`src/rtl/onehot_rr_arbiter_if.sv`:
```
// Handshake bundle between requesters/consumer and the one-hot round-robin arbiter.
// The master side drives requests and done; the slave side (arbiter) returns the grant.
interface onehot_rr_arbiter_if #(
    parameter int N     = 4,
    parameter int IDX_W = $clog2(N)
);
    logic [N-1:0]     req;
    logic             done;
    logic [N-1:0]     grant;
    logic             grant_valid;
    logic [IDX_W-1:0] grant_idx;
    logic             timeout;

    modport master (
        output req, done,
        input  grant, grant_valid, grant_idx, timeout
    );

    modport slave (
        input  req, done,
        output grant, grant_valid, grant_idx, timeout
    );
endinterface

```
`src/rtl/onehot_rr_arbiter.sv`:
```
// Round-robin arbiter producing a registered one-hot grant for the downstream data mux.
// A grant is held until done, requester drop, or the optional hold-limit timeout.
//
// state | meaning
// IDLE  | no grant held; arbitrate from ptr on the next edge
// BUSY  | grant held; watch for release or hold-limit expiry
module onehot_rr_arbiter #(
    parameter int N        = 4,
    parameter int IDX_W    = $clog2(N),
    parameter int MAX_HOLD = 0
) (
    input  logic                  clk,
    input  logic                  rst,
    onehot_rr_arbiter_if.slave    bus
);

    localparam int HOLD_W = (MAX_HOLD > 1) ? $clog2(MAX_HOLD) : 1;
    localparam bit TMO_EN = (MAX_HOLD > 0);
    localparam logic [HOLD_W-1:0] HOLD_LAST = TMO_EN ? HOLD_W'(MAX_HOLD - 1) : '1;

    typedef enum logic {IDLE, BUSY} state_t;

    state_t            state_q, state_d;
    logic [N-1:0]      grant_q, grant_d;
    logic [IDX_W-1:0]  idx_q, idx_d;
    logic [IDX_W-1:0]  ptr_q, ptr_d;
    logic [HOLD_W-1:0] hold_q, hold_d;
    logic              timeout_q, timeout_d;

    logic              hi_found;
    logic [IDX_W-1:0]  hi_win, lo_win, win;
    logic              release_now, tmo_hit;

    // Lowest set request at or above ptr wins; otherwise wrap to the lowest below ptr.
    always_comb begin
        hi_found = 1'b0;
        hi_win   = '0;
        lo_win   = '0;
        for (int j = N - 1; j >= 0; j--) begin
            if (bus.req[j]) begin
                if (IDX_W'(j) >= ptr_q) begin
                    hi_found = 1'b1;
                    hi_win   = IDX_W'(j);
                end else begin
                    lo_win   = IDX_W'(j);
                end
            end
        end
        win = hi_found ? hi_win : lo_win;
    end

    assign release_now = bus.done || !bus.req[idx_q];
    assign tmo_hit     = TMO_EN && (hold_q == HOLD_LAST);

    always_ff @(posedge clk or negedge rst) begin
        if (!rst) begin
            state_q   <= IDLE;
            grant_q   <= '0;
            idx_q     <= '0;
            ptr_q     <= '0;
            hold_q    <= '0;
            timeout_q <= 1'b0;
        end else begin
            state_q   <= state_d;
            grant_q   <= grant_d;
            idx_q     <= idx_d;
            ptr_q     <= ptr_d;
            hold_q    <= hold_d;
            timeout_q <= timeout_d;
        end
    end

    always_comb begin
        state_d   = state_q;
        grant_d   = grant_q;
        idx_d     = idx_q;
        ptr_d     = ptr_q;
        hold_d    = hold_q;
        timeout_d = 1'b0;
        case (state_q)
            IDLE: begin
                if (|bus.req) begin
                    state_d = BUSY;
                    grant_d = {{(N-1){1'b0}}, 1'b1} << win;
                    idx_d   = win;
                    hold_d  = '0;
                end
            end
            BUSY: begin
                // done/drop outranks the hold limit, so a coinciding done suppresses timeout.
                if (release_now || tmo_hit) begin
                    state_d   = IDLE;
                    grant_d   = '0;
                    idx_d     = '0;
                    ptr_d     = (idx_q == IDX_W'(N - 1)) ? '0 : idx_q + 1'b1;
                    timeout_d = !release_now;
                end else if (hold_q != HOLD_LAST) begin
                    hold_d = hold_q + 1'b1;
                end
            end
            default: begin
                state_d = IDLE;
                grant_d = '0;
                idx_d   = '0;
            end
        endcase
    end

    assign bus.grant       = grant_q;
    assign bus.grant_valid = |grant_q;
    assign bus.grant_idx   = idx_q;
    assign bus.timeout     = timeout_q;

endmodule
```
`src/flat_wrapper.sv`:
```
// flat-port wrapper written by rule: the top's interface ports become plain ports
module onehot_rr_arbiter_flat 
#(
    parameter int N        = 4,
    parameter int IDX_W    = $clog2(N),
    parameter int MAX_HOLD = 0
)
  (clk, rst, bus_req, bus_done, bus_grant, bus_grant_valid, bus_grant_idx, bus_timeout);
  onehot_rr_arbiter_if #(.N(N), .IDX_W(IDX_W)) bus_i ();
  input  logic clk;
  input  logic rst;
  input wire logic [$bits(bus_i.req)-1:0] bus_req;
  input wire logic [$bits(bus_i.done)-1:0] bus_done;
  output wire logic [$bits(bus_i.grant)-1:0] bus_grant;
  output wire logic [$bits(bus_i.grant_valid)-1:0] bus_grant_valid;
  output wire logic [$bits(bus_i.grant_idx)-1:0] bus_grant_idx;
  output wire logic [$bits(bus_i.timeout)-1:0] bus_timeout;
  assign bus_i.req = bus_req;
  assign bus_i.done = bus_done;
  assign bus_grant = bus_i.grant;
  assign bus_grant_valid = bus_i.grant_valid;
  assign bus_grant_idx = bus_i.grant_idx;
  assign bus_timeout = bus_i.timeout;
  onehot_rr_arbiter #(.N(N), .IDX_W(IDX_W), .MAX_HOLD(MAX_HOLD)) u_core (.clk(clk), .rst(rst), .bus(bus_i));
endmodule
```
`config.mk`:
```
export PLATFORM = sky130hd
export DESIGN_NAME = onehot_rr_arbiter_flat
export DESIGN_NICKNAME = d
export VERILOG_FILES = /design/src/rtl/onehot_rr_arbiter_if.sv /design/src/rtl/onehot_rr_arbiter.sv /design/src/flat_wrapper.sv
export SDC_FILE = /design/constraint.sdc
export NUM_CORES = 1
export LEC_CHECK = 0
export CORE_AREA = 5 5 42 44
export CTS_BUF_LIST = sky130_fd_sc_hd__clkbuf_2 sky130_fd_sc_hd__clkbuf_4 sky130_fd_sc_hd__clkbuf_8
export DETAILED_ROUTE_END_ITERATION = 7
export DIE_AREA = 0 0 47 49
export HOLD_SLACK_MARGIN = 0.12
export PLACE_DENSITY = 0.71
export SLEW_MARGIN = 40
export SYNTH_ARGS = -nofsm -noshare
export SYNTH_HDL_FRONTEND = slang
export SYNTH_SLANG_ARGS = --single-unit
```
`constraint.sdc`:
```
create_clock -name clk -period 1.75 [get_ports clk]
set_clock_uncertainty 0.15 [all_clocks]
set_input_delay 0.35 -clock clk [delete_from_list [all_inputs] [get_ports clk]]
set_output_delay 0.35 -clock clk [all_outputs]
set_load 0.005 [all_outputs]
```
* Word-level counts from Yosys, hierarchy flattened *
Cells that the tools add are included.

storage, ports and cells
  register bits = 10
  input bits = 7
  output and inout bits = 8
  logic and storage cells = 62

cells by class
  add/sub/neg operators = 1
  order comparisons = 5
  equality and inequality tests = 3
  shifts and indexed selects = 1
  muxes and demuxes = 39
  bitwise gates (word level) = 1
  reduce and logical (&&, ||, !) cells = 7

operators with widths
  kind                   count
  $mux W2                20
  $mux W1                13
  $mux W4                2
  $pmux W4 S2            1
  $reduce_or A4 Y1       2
  $ge A1 B2 Y1 const A   2
  $ge A2 B2 Y1 const A   2
  $pmux W2 S2            1
  $reduce_and A2 Y1      2
  $shl A1 B2 Y4 const A  1
  $lt A2 B3 Y1 const B   1
  $add A2 B1 Y2 const B  1
  $bmux W1 S2            1
  $eq A2 B2 Y1 const B   1
  $logic_not A1 Y1       2
  $ne A2 B1 Y1 const B   1
  $ne A2 B2 Y1 const B   1
  $pmux W1 S2            1
  $logic_or A1 B1 Y1     1
  $not A1 Y1             1

* Logic depth before layout (Yosys ltp) *
Gate-level depths: netlist of run 1.

  depth after elaboration = 13
  depth in mapped cells = 4
  depth with buffers taken out = 4

* Least setup slack after synthesis of run 1 *
OpenSTA, ideal clock, no wires.

  path type = register -> register
  start point = register u_core.idx_q[1] (netlist: u_core.bus.grant_idx[1])
  end point = register u_core.ptr_q[1]
  setup time = 0.128 ns
  arrival time = 1.458 ns
  data required time = 1.472 ns
  path slack = 0.015 ns
  cell stages (with the launch flop) = 4
  path buffers = 0
  period minus slack after synthesis = 1.735 ns
  path through = dfrtp_1 > mux4_2 > a21oi_2 > mux2_1

between the ends
  word-level cells in the longest chain between the ends = 5

RTL lines
  element                        line                     text
  start: declaration             onehot_rr_arbiter.sv:25  logic [IDX_W-1:0] idx_q, idx_d;
  start signal: assignment       onehot_rr_arbiter.sv:66  idx_q <= idx_d;
  $bmux W1 S2                    onehot_rr_arbiter.sv:52  assign release_now = bus.done || !bus.req[idx_q];
  $mux W1 (implied by the code)  onehot_rr_arbiter.sv:52
  $logic_not A1 Y1               onehot_rr_arbiter.sv:52
  $logic_or A1 B1 Y1             onehot_rr_arbiter.sv:52
  $reduce_and A2 Y1 (no line)    -
  end signal: assignment         onehot_rr_arbiter.sv:67  ptr_q <= ptr_d;
  end: declaration               onehot_rr_arbiter.sv:26  logic [IDX_W-1:0] ptr_q, ptr_d;

Parallel ways exist; a longest one is shown, timed or not. The select of a mux whose other input is x is not followed.
A chain may end at the register's enable or synchronous reset.

* Final worst setup path of run 1 *
  start point = register u_core.grant_q[2] (netlist: u_core.bus.grant[2])
  end point = output port bus_grant_valid

between the ends
  word-level cells in the longest chain between the ends = 1

RTL lines
  element                   line                      text
  start: declaration        onehot_rr_arbiter.sv:24   logic [N-1:0] grant_q, grant_d;
  start signal: assignment  onehot_rr_arbiter.sv:65   grant_q <= grant_d;
  $reduce_or A4 Y1          onehot_rr_arbiter.sv:110  assign bus.grant_valid = |grant_q;
  end: declaration          flat_wrapper.sv:15        output wire logic [$bits(bus_i.grant_valid)-1:0] bus_grant_valid;

Every way passes these cells.

==> impl_metrics.ini, run 1 <==
[outcome]
status = finished with violations
violations = setup timing

[setup_path]
path_max_fanout = 2
reg2reg_slack_ns = 0
r2r-end = u_core.ptr_q[1]$_DFFE_PN0P_
rr_worst_depth = 4
crit_required_ns = 1.25
critPathArrivalTime_ns = 1.30
timing.rr.start = u_core.bus.grant_idx[1]$_DFFE_PN0P_
start_kind = register
crit_type = reg2out
endpoint_kind = primary output

[yosys]
seq_area_frac_synth_pct = 43.2
ys_warn_count = 0
ys_ff_latch = 9
synth_top_area_share_pct = 43.2
synth.most_common_cell = dfrtp_1
synthCells = 48
ys_types = 29
synth_fp_nets = 56
synth_edf_count = 0
synth_top_area_cell = dfrtp_1
synth_flop_cell = dfrtp_1
syn_area_um2 = 522
yosys-top-cells-area = dfrtp_1 (43%), a32o_1 (7.7%), mux4_2 (4.3%)
synthTopCellsByCount = dfrtp_1 (9), a32o_1 (4), a21oi_1 (3), inv_1 (3), nor2_1 (3)
avgSynthCellArea_um2 = 10.9
async_reset_ff_share_pct = 100

[placement]
gp_congestion = 0.800
io_buffers = 13
hpwl_um = 954
dpl_cell_area_um2 = 739
pre_cts_ws_ns = -0.370

[timing]
timing.final.ws_setup_ns = -0.0537
period_share_pct = 103
grt_setup_unrepaired = yes
setup_viol_count_final = 2
finalCriticalPeriod_ns = 1.80
drv_slew = 0
fmax_mhz = 554
holdWs_ns = 0.238
hold_violations = 0

[clock_tree]
numCtsBuffers = 3
clockRootBuffer = clkbuf_4
cts.htree.levels = 1
cts.clk_slew.worst_paths_ns = 0.06
cts_hold_buf = 0
clockBufferDepth = 2
cts_tree = done
cts.sinks = 9
clkLatencyLatePin_ns = 0.25

[die]
io_pins = 15
dieArea_um2 = 2300
die_w_um = 47
rows = 14
placeableCoreArea_um2 = 1400
start_util_pct = 37.2
die_h_um = 49

[drt]
drtIter0Drc = 2
drt_wl_total_um = 1220
drt_pass1_iterations = 3
viasPerCell = 5.18
drc = 0
antenna_left = 0
vias = 477
routedWlPerCell_um = 13.3

[cells_and_area]
drive_gt1_share_pct = 31.6
utilization_pct = 57.9
n_antenna_cell = 0
fin_area_um2 = 812
finalNetCount = 85
syn2layout_area_growth_pct = 55.6

[run]
maxCapViolCount = 0

[grt]
grt_max_degree = 10
grt_antenna_before_repair = 0
grt_first_pass_wirelength_um = 2250
grt-ovfl-total = 0
grt_pass1_vias = 503
grt_use_total_pct = 13.2

[power]
power_mw = 1.33
powerDensity_nw_per_um2 = 1630
vdd_ir_drop_max_mv = 0.966
p_leak_nw = 0.453

[hold_path]
min_path_type = in2async
## state kept, by name (all words and copies together), names as in the netlist
name	cells
u_core.bus.grant	4
u_core.bus.grant_idx	2
u_core.ptr_q	2
u_core.state_q	1
## area by class of cell
class                   count  area (um2)
clock buffers               4        30.0
flip-flops and latches      9         225
repair buffers             25         233
multi-input cells          34         289
fillers                   132         589
inverters                   4        15.0
well taps                  16        20.0
## worst max-delay path, stage by stage, from the launching register on
cell and delay, ns:
dfrtp_1 0.39, or4_4 0.53, buf_6 0.13
## worst max-delay path by stage
stage,slack (ns),from,cells past startpoint,to
after detailed placement,-0.37,bus_req[1],4,u_core.ptr_q[1]$_DFFE_PN0P_
final,-0.05,u_core.bus.grant[2]$_DFFE_PN0P_,2,bus_grant_valid
after global placement,-0.37,bus_req[1],4,u_core.ptr_q[1]$_DFFE_PN0P_
after CTS,-0.05,u_core.bus.grant[1]$_DFFE_PN0P_,2,bus_grant_valid
after floorplan,0.01,u_core.bus.grant_idx[1]$_DFFE_PN0P_,3,u_core.ptr_q[1]$_DFFE_PN0P_
after global routing,-0.09,u_core.bus.grant[2]$_DFFE_PN0P_,2,bus_grant_valid
## timing repair
| action | 4_1_cts | 5_1_grt |
|---|---|---|
| buffers inserted | 1 | 1 |
| pin swaps | 1 | 3 |
| cloned | 0 | 0 |
| resized for setup | 9 | 9 |
| endpoints found under the setup margin | 8 | 8 |
## metal layers
layer / track usage [%] / wire length (um)
met5: 0 / 0
met4: 6.91 / 11
met3: 2.21 / 27
met2: 18.8 / 591
met1: 18.7 / 588
## where the power goes
group	internal, mW	switching, mW
Clock	0.103	0.0695
Sequential	0.303	0.0723
Combinational	0.466	0.312
## cell usage in the layout, fill, tap and decap left out, types with 2 or more instances in the layout
cell type	netlist	layout
a32o_1	4	4
nand2b_1	2	2
clkdlybuf4s50_1	0	3
buf_4	1	11
dlygate4sd2_1	0	4
nor2_1	3	3
a22o_1	2	2
buf_6	0	2
dfrtp_1	9	9
inv_1	3	3
dlymetal6s2s_1	0	5
clkbuf_4	0	4
a21oi_1	3	3
## stage by stage
stage	std cells	TNS (ns)
floorplan	48	0
detailed placement	86	-2.54
CTS	91	-0.0527
global placement	86	-2.53
global route	92	-0.163
finish	92	-0.0583
## cell families after synthesis
group / share of synthesized area, %
AOI/OAI and AO/OA: 30.7
adders and majority gates: 2.40
buffers and inverters: 4.32
DFF: 43.2
muxes: 8.39
other: 0.719
and+or+nand+nor: 10.3
Note: power is estimated with default switching activity, not from simulation.
==> inputs of run 2 (changes only) <==
--- a/config.mk
+++ b/config.mk
@@ -5,13 +5,14 @@
 export SDC_FILE = /design/constraint.sdc
 export NUM_CORES = 1
 export LEC_CHECK = 0
+export CAP_MARGIN = 20
 export CORE_AREA = 5 5 42 44
 export CTS_BUF_LIST = sky130_fd_sc_hd__clkbuf_2 sky130_fd_sc_hd__clkbuf_4 sky130_fd_sc_hd__clkbuf_8
 export DETAILED_ROUTE_END_ITERATION = 7
 export DIE_AREA = 0 0 47 49
 export HOLD_SLACK_MARGIN = 0.12
 export PLACE_DENSITY = 0.71
-export SLEW_MARGIN = 40
+export SLEW_MARGIN = 10
 export SYNTH_ARGS = -nofsm -noshare
 export SYNTH_HDL_FRONTEND = slang
 export SYNTH_SLANG_ARGS = --single-unit
==> results of run 2 <==
Same layout as run 1: the final DEF is identical, and so are final timing and power.
